`src/rtl/vram_arbiter.sv`:
```
// Video RAM arbiter: pixel generator owns TEXT_FETCH/GLYPH_FETCH slots, CPU gets the rest
// through a req/ack handshake; the glyph word is held steady for the DRAW slot.
module vram_arbiter #(
  parameter int ADDR_WIDTH = 15,
  parameter int DATA_WIDTH = 16
) (
  input  logic                  clk,
  input  logic                  reset,
  input  logic                  enable,
  input  logic [1:0]            pixel_state,
  input  logic [ADDR_WIDTH-1:0] vga_addr,
  output logic [DATA_WIDTH-1:0] vga_data,
  input  logic                  cpu_req,
  input  logic                  cpu_we,
  input  logic [ADDR_WIDTH-1:0] cpu_addr,
  input  logic [DATA_WIDTH-1:0] cpu_wdata,
  output logic [DATA_WIDTH-1:0] cpu_rdata,
  output logic                  cpu_ack,
  output logic [ADDR_WIDTH-1:0] mem_addr,
  output logic                  mem_we,
  output logic [DATA_WIDTH-1:0] mem_wdata,
  input  logic [DATA_WIDTH-1:0] mem_rdata
);

  typedef enum logic [1:0] {
    S_IDLE = 2'd0,
    S_PEND = 2'd1,
    S_ACK  = 2'd2
  } state_t;

  state_t                r_state;
  state_t                w_state_nxt;
  logic                  r_vga_prev;
  logic                  r_cpu_rd_prev;
  logic [DATA_WIDTH-1:0] r_vga_hold;
  logic [DATA_WIDTH-1:0] r_cpu_rdata;
  logic                  w_vga_slot;
  logic                  w_issue;

  assign w_vga_slot = enable && !pixel_state[1];
  // Gating with reset keeps the RAM strobe quiet while a held request waits out reset.
  assign w_issue    = !reset && !w_vga_slot && (r_state == S_IDLE) && cpu_req;

  always_comb begin
    w_state_nxt = r_state;
    mem_addr    = vga_addr;
    mem_we      = 1'b0;
    mem_wdata   = cpu_wdata;
    case (r_state)
      S_IDLE: begin
        if (w_issue) begin
          mem_addr    = cpu_addr;
          mem_we      = cpu_we;
          w_state_nxt = S_PEND;
        end
      end
      S_PEND:  w_state_nxt = S_ACK;
      S_ACK:   w_state_nxt = S_IDLE;
      default: w_state_nxt = S_IDLE;
    endcase
  end

  always_ff @(posedge clk) begin
    if (reset) begin
      r_state       <= S_IDLE;
      r_vga_prev    <= 1'b0;
      r_cpu_rd_prev <= 1'b0;
      r_vga_hold    <= '0;
      r_cpu_rdata   <= '0;
    end else begin
      r_state       <= w_state_nxt;
      r_vga_prev    <= w_vga_slot;
      r_cpu_rd_prev <= w_issue && !cpu_we;
      if (r_vga_prev) begin
        r_vga_hold <= mem_rdata;
      end
      if ((r_state == S_PEND) && r_cpu_rd_prev) begin
        r_cpu_rdata <= mem_rdata;
      end
    end
  end

  assign vga_data  = r_vga_prev ? mem_rdata : r_vga_hold;
  assign cpu_rdata = r_cpu_rdata;
  assign cpu_ack   = (r_state == S_ACK);

endmodule
```
`config.mk`:
```
export PLATFORM = sky130hd
export DESIGN_NAME = vram_arbiter
export DESIGN_NICKNAME = d
export VERILOG_FILES = /design/src/rtl/vram_arbiter.sv
export SDC_FILE = /design/constraint.sdc
export NUM_CORES = 1
export LEC_CHECK = 0
export ABC_AREA = 0
export CORE_MARGIN = 1.5
export CORE_UTILIZATION = 35
export DETAILED_ROUTE_END_ITERATION = 10
export PLACE_DENSITY = 0.9
export SKIP_LAST_GASP = 1
export SLEW_MARGIN = 20
export SYNTH_ARGS = -nofsm -noshare
export SYNTH_HDL_FRONTEND = slang
export SYNTH_SLANG_ARGS = --single-unit
```
`constraint.sdc`:
```
create_clock -name clk -period 3.5 [get_ports clk]
set_input_delay 0.7 -clock clk [delete_from_list [all_inputs] [get_ports clk]]
set_output_delay 0.7 -clock clk [all_outputs]
set_load 0.005 [all_outputs]
```
==> summary.txt, run 1 <==
========================================================================
Status                                                      complete, but fails checks
Violated checks                                                      DRC
Fin nets                                                             320
Post-synth cell types                                                 19
Peak fanout along the critical path                                   18
Crit path launch type                                       primary input
Synthesized Nets                                                     237
Start point of the critical path                            pixel_state[1]
TNS Setup                                                           0 ns
Root buffer cell                                            sky130_fd_sc_hd__clkbuf_8
Cell with the most instances after synthesis                sky130_fd_sc_hd__dfxtp_1
Combined global-route utilization of all metal layers             0.1415
Critical R2R Launch                                           r_vga_prev
Dominant cell type by area after synthesis                  sky130_fd_sc_hd__dfxtp_1
Starting utilization of the core area                             0.3719
Number of global-route vias before repair                           1370
Arr. time, crit path                                             2.53 ns
Max Clock Freq                                                 309.3 MHz
Remaining Overflow, GRT                                                0
Ports placed on the boundary                                         134
H-tree Lvls                                                            2
Total setup violations reported at the end of the flow                 0
Reg-to-reg critical path endpoint                           r_vga_hold[0]
Global-route wire length before repair                           5775 um
Number of buffers inserted by port buffering                         100
Clock Sinks                                                           36
Avg Inst Size Synth                                          9.838 sq um
Post-synth ARST share                                                  0
RSZ-0062 raised after global routing                               false
Initial antenna violation count                                        0
Antenna cells                                                          0
Resize count post-CTS                                                  0
Category of the most critical setup path                       in -> out
Share of cells above drive strength 1                             0.1633
Pin count of the biggest net entering global routing                  34
Areal power density over the cells                          340.1 mW/mm^2
Insertion delay to the later sink of the worst-skew pair         0.27 ns
Clk buf depth                                                          2
HPWL after detailed placement                                    2882 um
Seq cells post-synth                                                  36
Largest clock skew in the final design                       0.001958 ns
Capturing instance or port of the critical path              mem_addr[5]
Logic depth of the worst register-to-register path                     2
Detailed-router iteration count before antenna repair                  7
Path type of the worst min-delay path                         reg -> reg
Slew headroom                                                     0.4673
Worst voltage drop across the vdd grid                         0.1540 mV
Inst Count DP                                                        296
Total Wirelength                                                 3767 um
Required time of the worst setup path                            2.80 ns
Sequential element share of the synthesized area                  0.4360
Post-CTS Setup Inserts                                                 0
Hold violation total from the final report                             0
Die span in x                                                   71.72 um
Ranking of synthesized cells by instance count              sky130_fd_sc_hd__dfxtp_1 (36), sky130_fd_sc_hd__nand2_1 (32), sky130_fd_sc_hd__mux2_2 (24)
Yosys warns                                                            0
Initial detailed-routing violation count                              29
Filler Cell Count                                                    401
Crit end category                                            output port
Area delta synth->final                                           60.64%
Count of pins over their slew limit                                    0
Most instantiated flip-flop cell in the synthesis netlist   sky130_fd_sc_hd__dfxtp_1
Final standard cell utilization of the core                       0.5974
Wirelength per Cell                                             12.43 um
Number of vias after detailed routing                               1400
Number of synthesized flops with an enable pin                         0
Gpl congestion                                                    0.7097
Time the final worst path needs with I/O delays and setup       3.233 ns
Site row count                                                        24
Mapped Area                                                 0.001653 sq mm
Vias per inst                                                      4.620
Die height                                                      71.72 um
Area share of the largest cell type after synthesis               0.4360
Gate count after technology mapping                                  168
Placeable core region                                       0.004444 sq mm
Antenna viol nets, final                                               0
Synth area leaders                                          sky130_fd_sc_hd__dfxtp_1 (44%), sky130_fd_sc_hd__mux2_2 (16%), sky130_fd_sc_hd__buf_4 (7.3%)
Cts bufs inserted                                                      5
R2R Setup Slk                                                    1.98 ns
Clock tree from TritonCTS                                           done
Clock transition at path regs                                    0.07 ns
Max Cap Viol                                                           0
Post-layout instance count excluding filler cells                    303
Pin slew with the least headroom to its limit                  0.7980 ns
Period Utilization, post-route                                    0.9238
DRC errors left                                                        8
Post-CTS Hold Fix Bufs                                                 0
Die area                                                    0.005144 sq mm
Lkg Pwr                                                         1.019 nW
========================================================================
==> worst min-delay path by stage <==
stage	endpoint	start	slack [ns]	cells after the start
final	cpu_rdata[3]	cpu_rdata[3]	0.45	2
after global routing	cpu_rdata[13]	cpu_rdata[13]	0.48	2
after CTS	cpu_rdata[9]	cpu_rdata[9]	0.46	2
after detailed placement	cpu_rdata[9]	cpu_rdata[9]	0.45	2
after global placement	cpu_rdata[4]	cpu_rdata[4]	0.44	2
after floorplan	cpu_rdata[0]	cpu_rdata[0]	0.45	2
==> final cells by class <==
cell class / instances / area [sq um] / share of cell area
repair buffers: 101 / 1008 / 0.3798
multi-input cells: 105 / 757.0 / 0.2851
flip-flops and latches: 36 / 720.7 / 0.2714
clock buffers: 7 / 96.34 / 0.03629
well taps: 52 / 65.06 / 0.02451
inverters: 2 / 7.507 / 0.002828
==> state kept, by name (all words and copies together) (netlist names) <==
name           cells
r_vga_hold        16
r_vga_prev         1
r_cpu_rd_prev      1
cpu_rdata         16
r_state            2
==> metrics by stage <==
| stage | hold WS, ns | worst slack, ns | total power [mW] | area [sq um] |
|---|---|---|---|---|
| 2_1_floorplan | 0.4527 | 1.285 | 0.5063 | 1653 |
| 3_3_place_gp | 0.4406 | 0.2817 | 0.6054 | 2559 |
| 3_5_place_dp | 0.4456 | 0.2522 | 0.6085 | 2559 |
| 4_1_cts | 0.4551 | 0.2513 | 0.9168 | 2655 |
| 5_1_grt | 0.4775 | 0.1789 | 0.9400 | 2655 |
| 6_report | 0.4529 | 0.2667 | 0.9029 | 2655 |
==> layout by cell type (no fill, tap or decap), drive strengths merged <==
cell type	count
nor2b	17
buf	1
clkdlybuf4s50	100
nand3b	1
inv	2
and2	1
mux2	31
nand2	32
clkbuf	7
nand2b	1
dfxtp	36
nor2	4
and3b	1
nand4b	1
a21oi	16
==> worst max-delay path, cell delays in order <==
cell                              delay [ns]
sky130_fd_sc_hd__clkdlybuf4s50_1        0.44
sky130_fd_sc_hd__nand2b_1               0.17
sky130_fd_sc_hd__nand4b_4               0.35
sky130_fd_sc_hd__mux2_4                 0.41
sky130_fd_sc_hd__clkdlybuf4s50_1        0.46
==> logic make-up (layout without fill, tap and decap cells) <==
group	count (synthesis)	in the layout	synth area share
and+or+nand+nor	58	58	0.1824
DFF	36	36	0.4360
muxes	31	31	0.2271
buffers and inverters	27	110	0.1060
AOI/OAI and AO/OA	16	16	0.04845
==> per-layer routing <==
layer	GRT usage	vias up	share of wire	routed length [um]
met1	0.1465	628	0.40	1523
met2	0.2665	75	0.51	1918
li1	-	695	-	-
met4	0.03774	0	0.0037	14
met5	0	-	0	0
met3	0.05204	2	0.082	310
==> power breakdown <==
group	total [mW]	leakage (nW)	internal (mW)	switching, mW
Clock	0.305	0.0503	0.175	0.130
Combinational	0.173	0.677	0.126	0.0470
Sequential	0.425	0.292	0.419	0.00624
Power figures use the tool's default switching activity.
==> run 2: changes to the inputs <==
Settings changed: ABC_CLOCK_PERIOD_IN_PS from default to 3500, GPL_ROUTABILITY_DRIVEN from default to 0.
==> results of run 2 <==
Final layout, timing and power as in run 1 (identical DEF).
==> run 3: changes to the inputs <==
Settings changed: CTS_CLUSTER_DIAMETER from default to 150, MAX_ROUTING_LAYER from default to met4.
==> run 3 against run 2 <==
Effect of this change: the flow still finishes with violations (DRC); fmax hardly changed; sequential share of layout area unchanged; utilization unchanged; via count unchanged; clock skew barely moved; sequential power about the same; global-route usage increased by 0.42 points; critical path type unchanged; critical endpoint unchanged.
==> summary.txt, run 3 (same netlist as run 1, synthesis figures left out) <==
========================================================================
Period Utilization, post-route                                    0.9238   about the same
RSZ-0062 raised after global routing                               false   unchanged
Worst setup slack before clock tree synthesis                  0.2522 ns   unchanged
Clk buf depth                                                          2   unchanged
Antenna viol nets, final                                               0   unchanged
Largest clock skew in the final design                       0.002077 ns   was 0.001958 ns
Global-route wire length before repair                           5775 um   unchanged
Terminating pin of the worst hold path                      cpu_rdata[3]   unchanged
Path type of the worst min-delay path                         reg -> reg   unchanged
DRC errors left                                                        8   unchanged
Initial antenna violation count                                        0   unchanged
Worst voltage drop across the vdd grid                         0.1540 mV   about the same
Clock transition at path regs                                    0.07 ns   about the same
Share of cells above drive strength 1                             0.1633   unchanged
PnR worst setup slack                                          0.2668 ns   was 0.2667 ns
Number of global-route vias before repair                           1370   unchanged
Hold violation total from the final report                             0   unchanged
Crit path launch type                                       primary input   unchanged
Time the final worst path needs with I/O delays and setup       3.233 ns   about the same
Crit end category                                            output port   unchanged
Clock Sinks                                                           36   unchanged
Logic depth of the worst register-to-register path                     2   unchanged
H-tree Lvls                                                            2   unchanged
Post-layout instance count excluding filler cells                    303   unchanged
Violated checks                                                      DRC   unchanged
Number of buffers inserted by port buffering                         100   unchanged
Die area                                                    0.005144 sq mm   unchanged
Cells traversed along the worst timing path                 clkdlybuf4s50_1 > nand2b_1 > nand4b_4 > mux2_4 > clkdlybuf4s50_1   unchanged
Initial detailed-routing violation count                              29   unchanged
Ports placed on the boundary                                         134   unchanged
TNS Setup                                                           0 ns   unchanged
Peak fanout along the critical path                                   18   unchanged
Inst Count DP                                                        296   unchanged
Max Cap Viol                                                           0   unchanged
Final standard cell utilization of the core                       0.5974   unchanged
Clock tree from TritonCTS                                           done   unchanged
Status                                                      complete, but fails checks   unchanged
Site row count                                                        24   unchanged
Vias per inst                                                      4.620   unchanged
CP most frequent cell                                       sky130_fd_sc_hd__clkdlybuf4s50_1   unchanged
Root buffer cell                                            sky130_fd_sc_hd__clkbuf_8   unchanged
Category of the most critical setup path                       in -> out   unchanged
Slew headroom                                                     0.4673   unchanged
Resize count post-CTS                                                  0   unchanged
Cts bufs inserted                                                      5   unchanged
Slowest cell delay on critical path                              0.46 ns   about the same
Required time of the worst setup path                            2.80 ns   about the same
Count of pins over their slew limit                                    0   unchanged
Detailed-router iteration count before antenna repair                  7   unchanged
Placeable core region                                       0.004444 sq mm   unchanged
Commonest cells after routing, fill and taps aside          sky130_fd_sc_hd__clkdlybuf4s50_1 (100), sky130_fd_sc_hd__dfxtp_1 (36), sky130_fd_sc_hd__nand2_1 (32)   unchanged
Max Clock Freq                                                 309.3 MHz   about the same
Post-CTS Hold Fix Bufs                                                 0   unchanged
Die height                                                      71.72 um   unchanged
Antenna cells                                                          0   unchanged
Post-route standard cell area excluding fillers             0.002655 sq mm   unchanged
Lkg Pwr                                                         1.019 nW   unchanged
Cell depth of the worst hold path                                      2   unchanged
HPWL after detailed placement                                    2882 um   unchanged
Wirelength per Cell                                             12.43 um   about the same
Placed Instance Area                                        0.002559 sq mm   unchanged
Number of vias after detailed routing                               1400   unchanged
Worst path slowest cell                                     sky130_fd_sc_hd__clkdlybuf4s50_1   unchanged
Leading cell type in the layout, fill and taps excluded     sky130_fd_sc_hd__clkdlybuf4s50_1   unchanged
Insertion delay to the later sink of the worst-skew pair         0.27 ns   about the same
Total Wirelength                                                 3766 um   was 3767 um
Arr. time, crit path                                             2.53 ns   about the same
Combined global-route utilization of all metal layers             0.1458   was 0.1415
Total setup violations reported at the end of the flow                 0   unchanged
Beginning of the worst hold path                            cpu_rdata[3]   unchanged
Post-CTS Setup Inserts                                                 0   unchanged
R2R Setup Slk                                                    1.98 ns   about the same
Pin count of the biggest net entering global routing                  34   unchanged
Reg-to-reg critical path endpoint                           r_vga_hold[0]   unchanged
Remaining Overflow, GRT                                                0   unchanged
Pin slew with the least headroom to its limit                  0.7980 ns   unchanged
Starting utilization of the core area                             0.3719   unchanged
Areal power density over the cells                          340.0 mW/mm^2   was 340.1 mW/mm^2
Area delta synth->final                                           60.64%   unchanged
Die span in x                                                   71.72 um   unchanged
Fin nets                                                             320   unchanged
Filler Cell Count                                                    401   unchanged
Critical R2R Launch                                           r_vga_prev   unchanged
========================================================================
[run 3: worst max-delay path by stage]
stage / from / end / slack, ns / cells after the start
global placement: pixel_state[1] / mem_addr[3] / 0.28 / 5
detailed placement: pixel_state[1] / mem_addr[5] / 0.25 / 5
global route: pixel_state[1] / mem_addr[5] / 0.18 / 5
finish: pixel_state[1] / mem_addr[5] / 0.27 / 5
floorplan: pixel_state[1] / mem_addr[0] / 1.29 / 4
CTS: pixel_state[1] / mem_addr[5] / 0.25 / 5
[run 3: layout make-up]
type / count / area, sq um / share of cell area
clock buffer: 7 / 96.34 / 0.03629
inverter: 2 / 7.507 / 0.002828
multi-input combinational: 105 / 757.0 / 0.2851
sequential: 36 / 720.7 / 0.2714
tap: 52 / 65.06 / 0.02451
timing repair buffer: 101 / 1008 / 0.3798
[run 3: report_power, final]
part / total [mW] / internal [mW] / switching, mW
Sequential: 0.425 / 0.419 / 0.00624
Clock: 0.305 / 0.175 / 0.130
Combinational: 0.173 / 0.126 / 0.0470
Total: 0.903 / 0.720 / 0.183
[run 3: layer usage]
layer | GRT usage | part of all wire | vias to the layer above
met5 | - | 0 | -
met4 | 0.03774 | 0.0037 | 0
met3 | 0.05063 | 0.080 | 2
met2 | 0.2665 | 0.51 | 75
met1 | 0.1473 | 0.41 | 628
li1 | - | - | 695
[run 3: through the flow]
step                power, mW  hold WS [ns]
floorplan              0.5063        0.4527
global placement       0.6054        0.4406
detailed placement     0.6085        0.4456
CTS                    0.9168        0.4551
global route           0.9400        0.4775
finish                 0.9028        0.4529
[run 3: critical path: cells and delay by family]
family	cells	cell delay [ns]
buffers and inverters	2	0.90
muxes	1	0.41
and+or+nand+nor	2	0.52
